--- src/rtl/imem_loader.sv ---
// Boot-time instruction memory loader: receives a length-prefixed, checksummed byte
// stream, packs it into little-endian 32-bit words and writes them to imem.
module imem_loader #(
  parameter int unsigned MEM_BYTES = 400,
  parameter int unsigned ADDR_W    = 32
) (
  input  logic              clk,
  input  logic              rst,
  input  logic              start,
  input  logic              in_valid,
  input  logic [7:0]        in_data,
  output logic              in_ready,
  output logic              wr_en,
  output logic [ADDR_W-1:0] wr_addr,
  output logic [31:0]       wr_data,
  output logic              cpu_hold,
  output logic              done,
  output logic              error
);

  localparam int unsigned LEN_W = 16;

  typedef enum logic [2:0] {
    IDLE, LEN0, LEN1, DATA, WRITE, CHECK, DONE, ERROR
  } state_t;

  state_t           state, state_n;
  logic [LEN_W-1:0] len;
  logic [LEN_W-1:0] word_cnt;
  logic [1:0]       byte_cnt;
  logic [7:0]       chk;
  logic             xfer;
  logic [LEN_W-1:0] len_full;
  logic [31:0]      len_bytes;
  logic [7:0]       chk_final;

  assign xfer      = in_valid & in_ready;
  assign len_full  = {in_data, len[7:0]};
  assign len_bytes = 32'({len_full, 2'b00});
  assign chk_final = chk + in_data;

  // State register
  always_ff @(posedge clk or posedge rst) begin
    if (rst) state <= IDLE;
    else     state <= state_n;
  end

  // Next-state logic
  always_comb begin
    state_n = state;
    unique case (state)
      IDLE, DONE, ERROR: if (start) state_n = LEN0;
      LEN0:  if (xfer) state_n = LEN1;
      LEN1: begin
        if (xfer) begin
          if (len_bytes > MEM_BYTES)  state_n = ERROR;
          else if (len_full == '0)    state_n = CHECK;
          else                        state_n = DATA;
        end
      end
      DATA:  if (xfer && byte_cnt == 2'd3) state_n = WRITE;
      WRITE: state_n = (word_cnt + 16'd1 == len) ? CHECK : DATA;
      CHECK: if (xfer) state_n = (chk_final == 8'd0) ? DONE : ERROR;
      default: state_n = IDLE;
    endcase
  end

  // Registered outputs follow the next state so they line up with the state they describe
  always_ff @(posedge clk or posedge rst) begin
    if (rst) begin
      in_ready <= 1'b0;
      wr_en    <= 1'b0;
      wr_addr  <= '0;
      wr_data  <= '0;
      cpu_hold <= 1'b0;
      done     <= 1'b0;
      error    <= 1'b0;
      len      <= '0;
      word_cnt <= '0;
      byte_cnt <= '0;
      chk      <= '0;
    end else begin
      in_ready <= (state_n == LEN0) || (state_n == LEN1) ||
                  (state_n == DATA) || (state_n == CHECK);
      wr_en    <= (state_n == WRITE);
      cpu_hold <= !((state_n == IDLE) || (state_n == DONE));
      done     <= (state_n == DONE);
      error    <= (state_n == ERROR);
      unique case (state)
        IDLE, DONE, ERROR: begin
          if (start) begin
            len      <= '0;
            word_cnt <= '0;
            byte_cnt <= '0;
            chk      <= '0;
          end
        end
        LEN0: if (xfer) len[7:0]  <= in_data;
        LEN1: if (xfer) len[15:8] <= in_data;
        DATA: begin
          if (xfer) begin
            wr_data[{byte_cnt, 3'b000} +: 8] <= in_data;
            chk      <= chk + in_data;
            byte_cnt <= byte_cnt + 2'd1;
            if (byte_cnt == 2'd3) wr_addr <= ADDR_W'({word_cnt, 2'b00});
          end
        end
        WRITE: word_cnt <= word_cnt + 16'd1;
        default: ;
      endcase
    end
  end

endmodule

--- config.mk ---
export PLATFORM = sky130hd
export DESIGN_NAME = imem_loader
export DESIGN_NICKNAME = d
export VERILOG_FILES = /design/src/rtl/imem_loader.sv
export SDC_FILE = /design/constraint.sdc
export NUM_CORES = 1
export LEC_CHECK = 0
export BUFFER_PORTS_ARGS = -buffer_cell sky130_fd_sc_hd__buf_2
export CAP_MARGIN = 20
export CORE_MARGIN = 2
export CORE_UTILIZATION = 35
export DETAILED_ROUTE_END_ITERATION = 8
export GPL_TIMING_DRIVEN = 0
export SLEW_MARGIN = 20
export SYNTH_ARGS = -nofsm -noshare
export SYNTH_HDL_FRONTEND = slang
export SYNTH_SLANG_ARGS = --single-unit
--- constraint.sdc ---
create_clock -name clk -period 7.2 [get_ports clk]
set_input_delay 0.72 -clock clk [delete_from_list [all_inputs] [get_ports clk]]
set_output_delay 0.72 -clock clk [all_outputs]
set_load 0.01 [all_outputs]
## Word-level counts from Yosys, hierarchy flattened

Index checks and enable logic that the tools add are counted.
W data, S select, Z words.

- $add $sub $neg: 4
- $mul: 0
- Div/mod/pow operators: 0
- Magnitude comparators: 1
- Equality and inequality tests: 20
- Shifts and indexed selects: 2
- Muxes and demuxes: 22
- Bitwise operators: 1
- Reductions and logical operators: 21

Operators by type and width:

| operator | count |
|---|---|
| $pmux W8 S2 | 3 |
| $bwmux W32 | 1 |
| $pmux W16 S2 | 1 |
| $shift A8 B7 Y32 const A | 1 |
| $shiftx A8 B7 Y32 | 1 |
| $eq A3 B3 Y1 const B | 8 |
| $mux W3 | 8 |
| $mux W8 | 3 |
| $gt A18 B9 Y1 const B | 1 |
| $pmux W3 S6 | 1 |
| $add A16 B1 Y16 const B | 1 |
| $eq A16 B16 Y1 | 1 |
| $logic_not A16 Y1 | 1 |
| $mux W16 | 1 |
| $eq A3 B2 Y1 const B | 4 |
| $reduce_and A3 Y1 | 4 |
| $add A8 B8 Y8 | 1 |
| $logic_not A8 Y1 | 1 |
| $ne A2 B2 Y1 const B | 4 |
| $reduce_bool A2 Y1 | 4 |
| $neg A5 Y7 | 1 |
| $eq A3 B1 Y1 const B | 2 |
| $logic_not A3 Y1 | 2 |
| $logic_or A1 B1 Y1 | 4 |
| 10 further kinds | 12 |

- Flip-flop bits (word level): 98
- Bits in latches: 0
- Memory bits (writable): 0
- Memory bits (read-only): 0
- Input port bits: 12
- Output and inout bits: 69
- Word-level logic and storage cells: 84
- Memories: 0

## Longest topological paths before layout

- Depth after elaboration: 9
- Mapped depth: 8

## Least setup slack after synthesis

OpenSTA, ideal clock, no wires.

- Path kind: input -> register
- From: in in_data[0]
- To: reg cpu_hold
- Arrival time: 2.728 ns
- Data required time: 7.055 ns
- Slack: 4.327 ns
- Cell stages on the path: 8
- Path buffers: 0
- Path through: ha_1 fa_1 a21o_1 a21oi_2 xnor2_1 or4_4 a2111oi_4 o211ai_1

- Longest elaborated chain between the ends: 8
- Elaborated cells on any way between the ends: 14
- Classes of those cells: add/sub: 1; order compare: 1; eq/ne: 1; mux: 6; reduce/logical: 5

RTL lines:

| item | line | text |
|---|---|---|
| start: declaration | 11 | `input logic [7:0] in_data,` |
| $add A8 B8 Y8 or $logic_not A16 Y1 (tied branches) | 40, 57 |  |
| $logic_not A8 Y1 or $mux W3 (tied branches) | 63, 57 |  |
| $mux W1 or $mux W3 (tied branches) | 63, 56 |  |
| $mux W3 (on tied branches) | 63, 55 |  |
| $pmux W3 S6 (*) | 51 | `unique case (state)` |
| $eq A3 B3 Y1 or $logic_not A3 Y1 (tied branches) | 86 | `cpu_hold <= !((state_n == IDLE) \|\| (state_n == DONE));` |
| $logic_or A1 B1 Y1 (*) | 86 |  |
| $logic_not A1 Y1 (*) | 86 |  |
| end signal: assignment | 86 |  |
| end: declaration | 16 | `output logic cpu_hold,` |

Mark *: on every way between the ends. The rest lies on a longest branch, timed or not.
A chain may end at the register's enable or synchronous reset.

## Final worst setup path

Ends and elaborated chain as after synthesis.

==> flow_summary_export.csv <==
group,metric,value,unit
run_status,outcome,"complete, no violations",
detailed_routing,vias,4323,
global_routing,grt-ovfl-total,0,
worst_setup_path,cp-end-kind,"register",
yosys,synth-edff-count,0,
clocking,cts_htree_levels,3,
flow_run,maxCapViolCount,0,
global_routing,grt_usage,0.170,
min_path,hp-class,"input port to async pin",
yosys,async_reset_ff_frac,1.00,
clocking,clk_pin_slew,0.07,ns
yosys,synth_ff_type,"dfrtp_1",
sta,setup_viol,0,
clocking,cts_setup_buffers,0,
sta,rsz0062_at_grt,"false",
detailed_routing,wirelength,13200,um
global_routing,antenna_found_initial,0,
placed_design,port-buffer-count,64,
global_routing,grt_pass1_wl,21700,um
floorplan,initial_utilization,0.360,
detailed_routing,drtPass1Iterations,5,
yosys,synth-seq-cells,98,
clocking,cts-resized-gates,0,
clocking,insertion_delay,0.36,ns
global_routing,grtUsageMet2,0.279,
detailed_routing,drc,0,
floorplan,die_w,127,um
detailed_routing,post_drt_wl_per_cell,15.8,um
floorplan,io_pins,81,
layout,mostFrequentLayoutCell,"nand2_1",
global_routing,grt_pass1_vias,4298,
layout,mostFrequentLayoutCells,"nand2_1, dfrtp_1, o21ai_0, buf_2",
sta,max_freq,340,MHz
power_and_ir_drop,powerDensity,381,nW/um^2
clocking,cts_tree,"built",
floorplan,die_y,127,um
worst_setup_path,critical_path_class,"input port to register",
floorplan,core-area,14600,um^2
yosys,avgSynthCellArea,9.47,um^2
yosys,ys_seq_area_frac,0.466,
layout,drive_gt1_frac,0.221,
layout,design_area,6200,um^2
clocking,holdBufCountCts,0,
clocking,ctsRootBufferMaster,"clkbuf_16",
yosys,syn_inst,556,
layout,area_delta_synth_final,17.7,%
floorplan,die_area,16000,um^2
sta,tns,0,ns
worst_setup_path,setup.worst_path.start,"in_data[0]",
power_and_ir_drop,leakagePower,2.71,nW
yosys,ys_types,66,
yosys,yosys_warnings,0,
sta,finalMaxSlewViolations,0,
placed_design,routabilityCongestion,0.854,
sta,maxSlewHeadroom,0.377,
global_routing,top_usage_layer,"met2",
clocking,clockBufferDepth,2,
detailed_routing,drt_iter0_drc,368,
worst_setup_path,worstPathArrival,3.14,ns
clocking,cts_buffers,9,
layout,fillers,1458,
worst_setup_path,reg2regPathDepth,8,
worst_setup_path,setup.worst_path.start_class,"input port",
sta,fin_crit,2.94,ns
worst_setup_path,worstPathRequired,7.40,ns
floorplan,rows,44,
placed_design,dpl-instance-area,5910,um^2
clocking,clock-sinks,98,
yosys,synthesis.area,5270,um^2
placed_design,post-dp-hpwl,9600,um
global_routing,grtUsageMet3,0.0358,
detailed_routing,drtAntennaViolNets,0,
global_routing,grt_util_met1,0.228,
sta,period_share,0.408,
global_routing,grt_max_degree,66,
layout,nNetsFinal,673,
sta,finalHoldViolations,0,
detailed_routing,via_per_inst,5.17,
worst_setup_path,crit_fanout,8,
power_and_ir_drop,irDropWorstVdd,208,uV
sta,tightest_slew,0.933,ns
layout,diodes,0,
layout,fin_util,0.423,
worst_setup_path,worstReg2RegStart,"chk[0]",
sta,skew,0.00636,ns
## power breakdown
group	total, W	leakage (nW)	internal [W]	switching, W
Combinational	0.000990	1.37	0.000413	0.000577
Clock	0.000473	0.146	0.000263	0.000209
Sequential	0.000899	1.20	0.000750	0.000149
## kinds of logic (layout without fill, tap and decap cells)
kind of cell    Yosys count  after routing  share of synthesized area
flops                    98             98                      0.466
simple gates            194            194                      0.183
xor+xnor                 28             28                     0.0466
buf+inv                  59            140                     0.0570
mux                      18             18                     0.0380
compound gates          144            144                      0.174
other cells               1             16                   0.000712
fa+ha+maj                14             14                     0.0347
## flip-flops by register name, indices dropped and copies added, names as in the netlist
name / count
chk: 8
state: 3
cpu_hold: 1
wr_data: 32
byte_cnt: 2
wr_en: 1
wr_addr: 16
len: 16
in_ready: 1
done: 1
word_cnt: 16
error: 1
## cells in the mapped netlist, types with 3 or more instances
| cell type | instances | share of area |
|---|---|---|
| nor2_1 | 15 | 0.011 |
| xnor2_1 | 18 | 0.030 |
| a21oi_1 | 13 | 0.012 |
| nand4_1 | 3 | 0.0036 |
| o21ai_0 | 77 | 0.073 |
| nor3_1 | 7 | 0.0067 |
| ha_1 | 13 | 0.031 |
| nor3b_1 | 7 | 0.010 |
| inv_1 | 16 | 0.011 |
| nor2b_1 | 4 | 0.0048 |
| mux2_2 | 16 | 0.034 |
| a311oi_1 | 3 | 0.0050 |
| xor2_1 | 10 | 0.017 |
| a22o_1 | 8 | 0.013 |
| clkbuf_1 | 17 | 0.012 |
| o41ai_1 | 3 | 0.0050 |
| and4_1 | 3 | 0.0050 |
| buf_4 | 16 | 0.023 |
| nor4_1 | 4 | 0.0048 |
| nand2_1 | 107 | 0.076 |
| buf_2 | 8 | 0.0076 |
| dfrtp_1 | 98 | 0.47 |
| a211oi_1 | 3 | 0.0043 |
| nand3_1 | 18 | 0.017 |
| and3_1 | 5 | 0.0059 |
| a31oi_1 | 7 | 0.0083 |
| a21o_1 | 6 | 0.0086 |
## final cells by class
| cell class | count | area [um^2] | area share |
|---|---|---|---|
| Multi-Input combinational cell | 414 | 2570 | 0.415 |
| Sequential cell | 98 | 2450 | 0.396 |
| Timing Repair Buffer | 65 | 348 | 0.0561 |
| Clock buffer | 13 | 270 | 0.0436 |
| Buffer | 43 | 240 | 0.0388 |
| Tap cell | 184 | 230 | 0.0371 |
| Inverter | 16 | 65.1 | 0.0105 |
| Clock inverter | 3 | 22.5 | 0.00363 |
## stage by stage
step	power [W]	cells	worst slack [ns]	hold slack (ns)
after floorplan	0.00159	571	3.92	0.454
after global placement	0.00186	819	2.86	0.464
after CTS	0.00238	836	4.27	0.348
after global routing	0.00255	836	4.17	0.371
after detailed placement	0.00190	820	3.89	0.466
final	0.00236	836	4.26	0.345
## per-layer routing
layer	up-vias	wire, um
met5	-	0
met4	0	226
met3	23	587
met2	118	6320
met1	2083	6030
li1	2099	-
## final timing paths
path | endpoint | slack, ns
max | cpu_hold | 4.26
min | wr_addr[14] | 0.35
max reg2reg | cpu_hold | 4.46
min reg2reg | wr_data[12] | 0.48
max in group asynchronous | wr_data[6] | 6.24
min in group clk | wr_data[12] | 0.48
## critical path, stage by stage
cell       delay (ns)
buf_2            0.18
ha_1             0.26
fa_1             0.41
a21o_1           0.21
a21oi_2          0.15
xnor2_1          0.10
or4_4            0.54
a2111oi_4        0.45
o211ai_1         0.13
Power figures use the tool's default switching activity.
